### src/rtl/reg_file_pkg.sv
// reg_file_pkg: shared types and helpers for the parametrised register file.
//   rf_state_t : clear-sequencer states
//   clog2      : ceil(log2(v)), never less than 1, for sizing the clear pointer
package reg_file_pkg;

    typedef enum logic [0:0] {
        RF_INIT  = 1'b0,
        RF_READY = 1'b1
    } rf_state_t;

    function automatic int unsigned clog2(input int unsigned v);
        int unsigned r;
        r = 0;
        while ((64'd1 << r) < 64'(v)) begin
            r++;
        end
        return (r == 0) ? 1 : r;
    endfunction

endpackage

### src/rtl/reg_file_param_if.sv
// reg_file_param_if: write/read/clear bus of the register file.
//   WriteEn/WriteAddr/WriteData : single write port
//   ReadAddr/ReadData           : NUM_RD packed read ports, port p at [p*W +: W]
//   Clear                       : request to zero the whole array
//   InitBusy                    : high while the clear sequence runs
//   master modport drives requests, slave modport is the register file.
interface reg_file_param_if #(
    parameter int unsigned DATA_W = 32,
    parameter int unsigned ADDR_W = 5,
    parameter int unsigned NUM_RD = 2
);
    logic                       WriteEn;
    logic [ADDR_W-1:0]          WriteAddr;
    logic [DATA_W-1:0]          WriteData;
    logic [NUM_RD*ADDR_W-1:0]   ReadAddr;
    logic [NUM_RD*DATA_W-1:0]   ReadData;
    logic                       Clear;
    logic                       InitBusy;

    modport master (
        output WriteEn, WriteAddr, WriteData, ReadAddr, Clear,
        input  ReadData, InitBusy
    );

    modport slave (
        input  WriteEn, WriteAddr, WriteData, ReadAddr, Clear,
        output ReadData, InitBusy
    );
endinterface

### src/rtl/rf_clear_seq.sv
// rf_clear_seq: clear sequencer for the register file.
//   Walks ClrPtr from 0 to DEPTH-1 after reset or a Clear request in READY,
//   emitting one zero-write per cycle.
//   clk      in  clock, rising edge
//   rst      in  asynchronous active-high reset (restarts the sweep at 0)
//   Clear    in  clear request, honoured only in READY
//   InitBusy out high while sweeping
//   ClrWe    out zero-write strobe for the array
//   ClrAddr  out address being zeroed
module rf_clear_seq
    import reg_file_pkg::*;
#(
    parameter int unsigned DEPTH = 32,
    parameter int unsigned PTR_W = clog2(DEPTH)
) (
    input  logic             clk,
    input  logic             rst,
    input  logic             Clear,
    output logic             InitBusy,
    output logic             ClrWe,
    output logic [PTR_W-1:0] ClrAddr
);
    localparam logic [PTR_W-1:0] LastPtr = PTR_W'(DEPTH - 1);

    rf_state_t        stateQ, stateD;
    logic [PTR_W-1:0] clrPtrQ, clrPtrD;

    always_ff @(posedge clk or posedge rst) begin
        if (rst) begin
            stateQ  <= RF_INIT;
            clrPtrQ <= '0;
        end else begin
            stateQ  <= stateD;
            clrPtrQ <= clrPtrD;
        end
    end

    always_comb begin
        stateD  = stateQ;
        clrPtrD = clrPtrQ;
        ClrWe   = 1'b0;
        unique case (stateQ)
            RF_INIT: begin
                // Clear requests here are ignored: the sweep is never restarted.
                ClrWe = 1'b1;
                if (clrPtrQ == LastPtr) begin
                    stateD  = RF_READY;
                    clrPtrD = '0;
                end else begin
                    clrPtrD = clrPtrQ + 1'b1;
                end
            end
            RF_READY: begin
                if (Clear) begin
                    stateD  = RF_INIT;
                    clrPtrD = '0;
                end
            end
            default: begin
                stateD  = RF_INIT;
                clrPtrD = '0;
            end
        endcase
    end

    assign InitBusy = (stateQ == RF_INIT);
    assign ClrAddr  = clrPtrQ;

endmodule

### src/rtl/reg_file_param.sv
// reg_file_param: parametrised multi-read-port register file.
//   clk  in  clock, rising edge
//   rst  in  asynchronous active-high reset; starts a full clear sweep
//   bus  slave modport of reg_file_param_if (write port, NUM_RD read ports,
//        Clear request, InitBusy status)
// The array has no reset; rf_clear_seq zeroes it one entry per cycle so it can
// map to distributed RAM. Reads are combinational and return 0 while busy.
// Optional feature: define RF_BYPASS_EN to forward a legal same-cycle write
// to any read port addressing it.
module reg_file_param
    import reg_file_pkg::*;
#(
    parameter int unsigned DATA_W   = 32,
    parameter int unsigned DEPTH    = 32,
    parameter int unsigned ADDR_W   = 5,
    parameter int unsigned NUM_RD   = 2,
    parameter bit          ZERO_REG = 1'b1
) (
    input  logic           clk,
    input  logic           rst,
    reg_file_param_if.slave bus
);
    localparam int unsigned PTR_W = clog2(DEPTH);

    logic             initBusy;
    logic             clrWe;
    logic [PTR_W-1:0] clrAddr;

    rf_clear_seq #(
        .DEPTH (DEPTH),
        .PTR_W (PTR_W)
    ) uClearSeq (
        .clk      (clk),
        .rst      (rst),
        .Clear    (bus.Clear),
        .InitBusy (initBusy),
        .ClrWe    (clrWe),
        .ClrAddr  (clrAddr)
    );

    assign bus.InitBusy = initBusy;

    // Address maps to a real, writable/readable register.
    function automatic logic addrLegal(input logic [ADDR_W-1:0] a);
        return (32'(a) < DEPTH) && !(ZERO_REG && (a == '0));
    endfunction

    // User write survives only in READY, outside a Clear cycle, to a legal address.
    logic userWe;
    assign userWe = bus.WriteEn && !initBusy && !bus.Clear && addrLegal(bus.WriteAddr);

    logic              memWe;
    logic [ADDR_W-1:0] memAddr;
    logic [DATA_W-1:0] memData;

    always_comb begin
        memWe   = userWe;
        memAddr = bus.WriteAddr;
        memData = bus.WriteData;
        if (clrWe) begin
            memWe   = 1'b1;
            memAddr = ADDR_W'(clrAddr);
            memData = '0;
        end
    end

    logic [DATA_W-1:0] mem [DEPTH];

    always_ff @(posedge clk) begin
        if (memWe) begin
            mem[memAddr] <= memData;
        end
    end

    logic [NUM_RD*DATA_W-1:0] rdAll;

    always_comb begin
        rdAll = '0;
        for (int p = 0; p < NUM_RD; p++) begin
            if (!initBusy && addrLegal(bus.ReadAddr[p*ADDR_W +: ADDR_W])) begin
                rdAll[p*DATA_W +: DATA_W] = mem[bus.ReadAddr[p*ADDR_W +: ADDR_W]];
`ifdef RF_BYPASS_EN
                if (userWe && (bus.ReadAddr[p*ADDR_W +: ADDR_W] == bus.WriteAddr)) begin
                    rdAll[p*DATA_W +: DATA_W] = bus.WriteData;
                end
`endif
            end
        end
    end

    assign bus.ReadData = rdAll;

endmodule

### src/flat_wrapper.sv
// flat-port wrapper written by rule: the top's interface ports become plain ports
module reg_file_param_flat import reg_file_pkg::*;
#(
    parameter int unsigned DATA_W   = 32,
    parameter int unsigned DEPTH    = 32,
    parameter int unsigned ADDR_W   = 5,
    parameter int unsigned NUM_RD   = 2,
    parameter bit          ZERO_REG = 1'b1
)
  (clk, rst, bus_WriteEn, bus_WriteAddr, bus_WriteData, bus_ReadAddr, bus_Clear, bus_ReadData, bus_InitBusy);
  reg_file_param_if #(.DATA_W(DATA_W), .ADDR_W(ADDR_W), .NUM_RD(NUM_RD)) bus_i ();
  input  logic clk;
  input  logic rst;
  input wire logic [$bits(bus_i.WriteEn)-1:0] bus_WriteEn;
  input wire logic [$bits(bus_i.WriteAddr)-1:0] bus_WriteAddr;
  input wire logic [$bits(bus_i.WriteData)-1:0] bus_WriteData;
  input wire logic [$bits(bus_i.ReadAddr)-1:0] bus_ReadAddr;
  input wire logic [$bits(bus_i.Clear)-1:0] bus_Clear;
  output wire logic [$bits(bus_i.ReadData)-1:0] bus_ReadData;
  output wire logic [$bits(bus_i.InitBusy)-1:0] bus_InitBusy;
  assign bus_i.WriteEn = bus_WriteEn;
  assign bus_i.WriteAddr = bus_WriteAddr;
  assign bus_i.WriteData = bus_WriteData;
  assign bus_i.ReadAddr = bus_ReadAddr;
  assign bus_i.Clear = bus_Clear;
  assign bus_ReadData = bus_i.ReadData;
  assign bus_InitBusy = bus_i.InitBusy;
  reg_file_param #(.DATA_W(DATA_W), .DEPTH(DEPTH), .ADDR_W(ADDR_W), .NUM_RD(NUM_RD), .ZERO_REG(ZERO_REG)) u_core (.clk(clk), .rst(rst), .bus(bus_i));
endmodule
### config.mk
export PLATFORM = sky130hd
export DESIGN_NAME = reg_file_param_flat
export DESIGN_NICKNAME = d
export VERILOG_FILES = /design/src/rtl/reg_file_pkg.sv /design/src/rtl/reg_file_param_if.sv /design/src/rtl/rf_clear_seq.sv /design/src/rtl/reg_file_param.sv /design/src/flat_wrapper.sv
export SDC_FILE = /design/constraint.sdc
export NUM_CORES = 1
export LEC_CHECK = 0
export CAP_MARGIN = 40
export CELL_PAD_IN_SITES_DETAIL_PLACEMENT = 1
export CELL_PAD_IN_SITES_GLOBAL_PLACEMENT = 2
export CORE_AREA = 2 2 308 310
export DETAILED_ROUTE_END_ITERATION = 10
export DIE_AREA = 0 0 310 312
export DONT_BUFFER_PORTS = 1
export PLACE_DENSITY = 0.88
export SETUP_SLACK_MARGIN = 0.15
export SLEW_MARGIN = 15
export SYNTH_ARGS = -nofsm -noshare
export SYNTH_HDL_FRONTEND = slang
export SYNTH_HIERARCHICAL = 1
export SYNTH_SLANG_ARGS = --single-unit
### constraint.sdc
create_clock -name clk -period 6.24 [get_ports clk]
set_clock_uncertainty 0.1 [all_clocks]
set_input_delay 0.936 -clock clk [delete_from_list [all_inputs] [get_ports clk]]
set_output_delay 0.936 -clock clk [all_outputs]
set_load 0.01 [all_outputs]
# Word level (Yosys, flattened, before mapping)
# Memory sizes are Yosys's and may differ from the RTL's.
# Index checks and enable logic that the tools add are counted.
[word_totals] reg_bits=6 output_inout_bits=65 elab_cells=32 memories=1 input_bits=51 ram_bits=1024
[mem_list] memory="u_core.mem" words=32 word_bits=32 rd=2 rd_ports_with_merged_regs=0 wr=1 line_no="reg_file_param.sv:67" source="logic [DATA_W-1:0] mem [DEPTH];"
[classes] mux=13 reduce_logical=12 bitwise_logic=1 eq_ne=2 add_sub_neg=1
[op_table] operator="two-way mux 32 bit" count=3
[op_table] operator="zero test 5 bit" count=3
[op_table] operator="two-way mux 5 bit" count=3
[op_table] operator="one-hot mux 5 bit (2 select lines)" count=1
[op_table] operator="adder 5 x 1 -> 5 bit (second input constant)" count=1
[op_table] operator="equality test 5 bit (second input constant)" count=1
[op_table] operator="logical AND 1 bit" count=5
[op_table] operator="two-way mux 1 bit" count=5
[op_table] operator="zero test 1 bit" count=4
[op_table] operator="inequality test 2 bit (second input constant)" count=1
[op_table] operator="one-hot mux 1 bit (2 select lines)" count=1
[op_table] operator="inverter 1 bit" count=1

# Longest topological paths before layout
[logic_depth] word_depth=6 ltp_mapped=9

# Modules after synthesis
# The synthesis kept the hierarchy.
[modules_own_cells] module="reg_file_param" cells_per_inst=2872 instances=1 area_per_inst_um2=48004.8
[modules_own_cells] module="rf_clear_seq" cells_per_inst=27 instances=1 area_per_inst_um2=302.8

# Least setup slack after synthesis
# No wires, ideal clock.
[synth_timing] path_type="input to register" start="input port bus_Clear" end="memory u_core.mem[11][0], enable pin" setup_slack_ps=2321 path_buffers=1 setup_time_ps=421 cell_stages=5 arrival_ps=3398 path_cell_list="or3b_1 o31a_1 or2_2 clkbuf_1 nor2_1"
[synth_via] elab_chain_cells=6
[synth_lines] item="start: declaration" line_no="flat_wrapper.sv:18" source="input wire logic [$bits(bus_i.Clear)-1:0] bus_Clear;"
[synth_lines] item="zero test 1 bit" line_no="reg_file_param.sv:50" source="assign userWe = bus.WriteEn && !initBusy && !bus.Clear && addrLegal(bus.WriteAddr);"
[synth_lines] item="logical AND 1 bit (2 in a row)" line_no="reg_file_param.sv:50"
[synth_lines] item="two-way mux 1 bit" line_no="reg_file_param.sv:60" source="if (clrWe) begin"
[synth_lines] item="two-way mux 1 bit" line_no="reg_file_param.sv:70" source="if (memWe) begin"
[synth_lines] item="two-way mux 1 bit (implied by the code)" line_no="reg_file_param.sv:71" source="mem[memAddr] <= memData;"
[synth_lines] item="end: declaration" line_no="reg_file_param.sv:67"
# No other way between the ends.

# Final worst setup path
[layout_timing] start="register u_core.uClearSeq.stateQ" end="output port bus_ReadData[44]"
[layout_via] elab_chain_cells=2
[layout_lines] item="start: declaration" line_no="rf_clear_seq.sv:25" source="rf_state_t stateQ, stateD;"
[layout_lines] item="start signal: assignment" line_no="rf_clear_seq.sv:33" source="stateQ <= stateD;"
[layout_lines] item="logical AND 1 bit" line_no="reg_file_param.sv:80" source="if (!initBusy && addrLegal(bus.ReadAddr[p*ADDR_W +: ADDR_W])) begin"
[layout_lines] item="two-way mux 32 bit" line_no="reg_file_param.sv:80"
[layout_lines] item="end: declaration" line_no="flat_wrapper.sv:19" source="output wire logic [$bits(bus_i.ReadData)-1:0] bus_ReadData;"
# No other way between the ends.

==> run summary <==
Worst setup EP type = output port
final wirelength = 171000 um
Internal = 14000 uW
worst path cell trace = clkinv_2, nor3_2, buf_4, and2_1, nand2_1, nand4_1
net count after synthesis = 2952
Crit path largest cell delay = 840 ps
IO Count = 116
yosys warns = 6
period utilization = 78.6%
worst hold path type = input pin to register
Die Width = 310 um
first-pass GRT wire length = 243000 um
post-route ant nets = 0
initial drt markers = 4764
sequential power share = 47.4%
GRT Util Overall = 35.4%
Post-CTS Setup Repair Bufs = 0
switching share of power = 28.8%
Core Region = 93000 um2
Pwr Total = 19600 uW
post-synthesis sequential area ratio = 64.0%
family with the most delay on the worst path = simple AND/OR/NAND/NOR gates
part of the power in the clock network = 34.3%
ys async rst share = 0.583%
largest net degree at the start of global routing = 260
Avg Cell Area, Syn = 16.7 um2
total gr overflow = 0
fmax = 204 MHz
routability cong. = 0.913
share of layout cells above drive strength 1 = 28.3%
max_cap viols = 0
Sum Neg Setup Slack = 0 ps
# port buffers = 0
Via density = 7.41
endpoints failing setup = 0
crit-path max FO = 34
Syn Inst Count = 2899
final hold vios = 0
synth-to-layout area growth = 12.6%
# DRC = 0
Worst Setup Path Type = register to output port
status = completed
PwrDens = 361 nW/um2
worst vdd ir = 277 uV
fin nets = 2952
top_reg_cell synth = edfxtp_1
Post-Syn Area = 48300 um2
placed inst area = 50600 um2
dpl hpwl = 103000 um
Initial Util = 51.9%
CTS max path bufs = 3
DR pass1 iterations = 5
Post-CTS Resized = 0
routed via count = 31500
H-tree depth = 3
Worst Tran Pin Value = 964 ps
Switching Power = 5640 uW
Die ar. = 96700 um2
number of global-route vias before repair = 32900
worst skew pair latency = 690 ps
wire per inst = 40.3 um
CTS tree = built
power share of the combinational group = 18.3%
Post-synth EDFFs = 1024
clock tree root driver cell = clkbuf_16
critical path startpoint category = register
WP data arrival = 3870 ps
fin crit period = 4900 ps
RSZ-0062 raised after global routing = false
ranking of synthesized cells by area = edfxtp_1 64%, mux4_2 12%, mux2i_1 5.4%, mux2_2 4.6%, a22oi_1 2.5%
Final Slew Violations = 0
hold slack = 231 ps
cell area after layout = 54400 um2
Clk pin slew, worst setup/hold paths = 60 ps
clk sink count = 1030
Pleak = 0.0178 uW
area share of the largest cell type after synthesis = 63.7%
#FFs+latches synth = 1030
Yosys top cell by area = edfxtp_1
worst path bufs/invs = 2
required time worst endpoint = 5200 ps
critical path's slowest cell = and2_1
site row count = 112
initial antenna violation count = 9
synth unique cells = 46
slew margin rel. = 35.7%
die height = 312 um
CTS Buf Count = 106
## per-layer routing
| metal | share of wire [%] | track usage [%] | vias to the layer above |
|---|---|---|---|
| met1 | 36 | 47.5 | 16200 |
| met4 | 5.8 | 18.0 | 10 |
| met5 | 0.042 | 0 | - |
| li1 | - | - | 12000 |
| met2 | 45 | 53.4 | 2561 |
| met3 | 13 | 9.57 | 616 |
## path summary, 6_finish.rpt
kind / start / slack (ps) / endpoint / cells past startpoint
worst min register to register: u_core/uClearSeq/ClrAddr[2] / 450 / u_core/uClearSeq/ClrAddr[2] / 1
worst max register to register: u_core/uClearSeq/stateQ / 2280 / u_core/mem[16][18] / 7
min in group asynchronous: rst / 500 / u_core/uClearSeq/stateQ / 2
worst max-delay path: u_core/uClearSeq/stateQ / 1340 / bus_ReadData[44] / 6
worst min-delay path: bus_Clear / 230 / u_core/uClearSeq/stateQ / 1
max in group asynchronous: rst / 5330 / u_core/uClearSeq/ClrAddr[3] / 2
## cell usage after synthesis (2+ instances only)
cell type,n
nor4b_1,4
clkbuf_1,110
mux2_2,198
nand2_1,73
a211oi_1,65
nand3_1,98
nand4_1,63
buf_2,95
a22o_1,34
nor2b_1,101
buf_1,6
nor2_1,43
mux2i_1,261
or3_1,31
nand2b_1,5
nor3_1,7
a31oi_1,32
ha_1,2
edfxtp_1,1024
buf_4,25
o31a_1,32
mux4_2,253
and2_1,7
a22oi_1,161
or2_2,3
a21oi_1,2
o21ai_1,2
dfrtp_1,6
buf_6,2
o22ai_1,66
o21ai_0,66
and3b_1,2
inv_1,5
nor4bb_1,3
## final cells by class
type | count | area [um2]
repair buffers | 130 | 1510
fillers | 8285 | 38600
inverters | 5 | 20.0
flip-flops and latches | 1030 | 30900
diodes | 2 | 5.00
clock buffers | 121 | 2750
multi-input cells | 1626 | 16800
clock inverters | 79 | 891
well taps | 1254 | 1570
## sequential cells by signal (all words and copies together), names as in the netlist
signal / count
u_core/mem: 1024
u_core/uClearSeq/ClrAddr: 5
u_core/uClearSeq/stateQ: 1
## power groups by stage
| stage | clock [uW] | combinational (uW) | sequential (uW) |
|---|---|---|---|
| 3_3_place_gp | 0 | 3120 | 9290 |
| 3_5_place_dp | 0 | 3430 | 9400 |
| 4_1_cts | 6740 | 3460 | 9280 |
| 5_1_grt | 6980 | 3660 | 9360 |
| 2_1_floorplan | 0 | 1950 | 9270 |
| 6_report | 6730 | 3600 | 9300 |
## cell usage in the layout (no fill, tap or decap), drive strengths merged, types with 2 or more instances in the layout
cell / instances
or3: 31
a211oi: 65
nand2b: 5
ha: 2
clkbuf: 121
nor2b: 101
nor4bb: 3
nand4: 63
nor3b: 2
o22ai: 67
and3b: 2
o31a: 32
diode: 2
nor3: 7
a21oi: 3
and2: 8
nand2: 73
nor4b: 4
mux4: 253
a31oi: 32
edfxtp: 1024
o21ai: 68
a22o: 34
a22oi: 161
bufinv: 18
mux2i: 261
mux2: 199
nand3: 98
inv: 7
buf: 129
clkinv: 53
or2: 3
dfrtp: 6
nor2: 44
clkinvlp: 6
## cell families (layout without fill, tap and decap cells)
family,Yosys count,count (layout),share of synthesized area [%]
compound gates,462,462,6.75
fa+ha+maj,2,2,0.0518
buf+inv,243,335,2.36
flops,1030,1030,64.0
mux,713,713,21.8
other cells,0,2,0
simple gates,449,449,5.03
## through the flow
step / cells / utilization, % / worst slack [ps]
2_1_floorplan: 2899 / - / 2320
3_3_place_gp: 3997 / 53.6 / 2030
3_5_place_dp: 4036 / 54.4 / 2090
4_1_cts: 4237 / 58.3 / 1450
5_1_grt: 4245 / 58.5 / 1350
6_report: 4247 / 58.5 / 1340
## repair_timing
item | in CTS | in global routing
endpoints found under the hold margin | 6 | 0
hold buffers | 1 | 0
endpoints found under the setup margin | 0 | 0
Note: power is estimated with default switching activity, not from simulation.
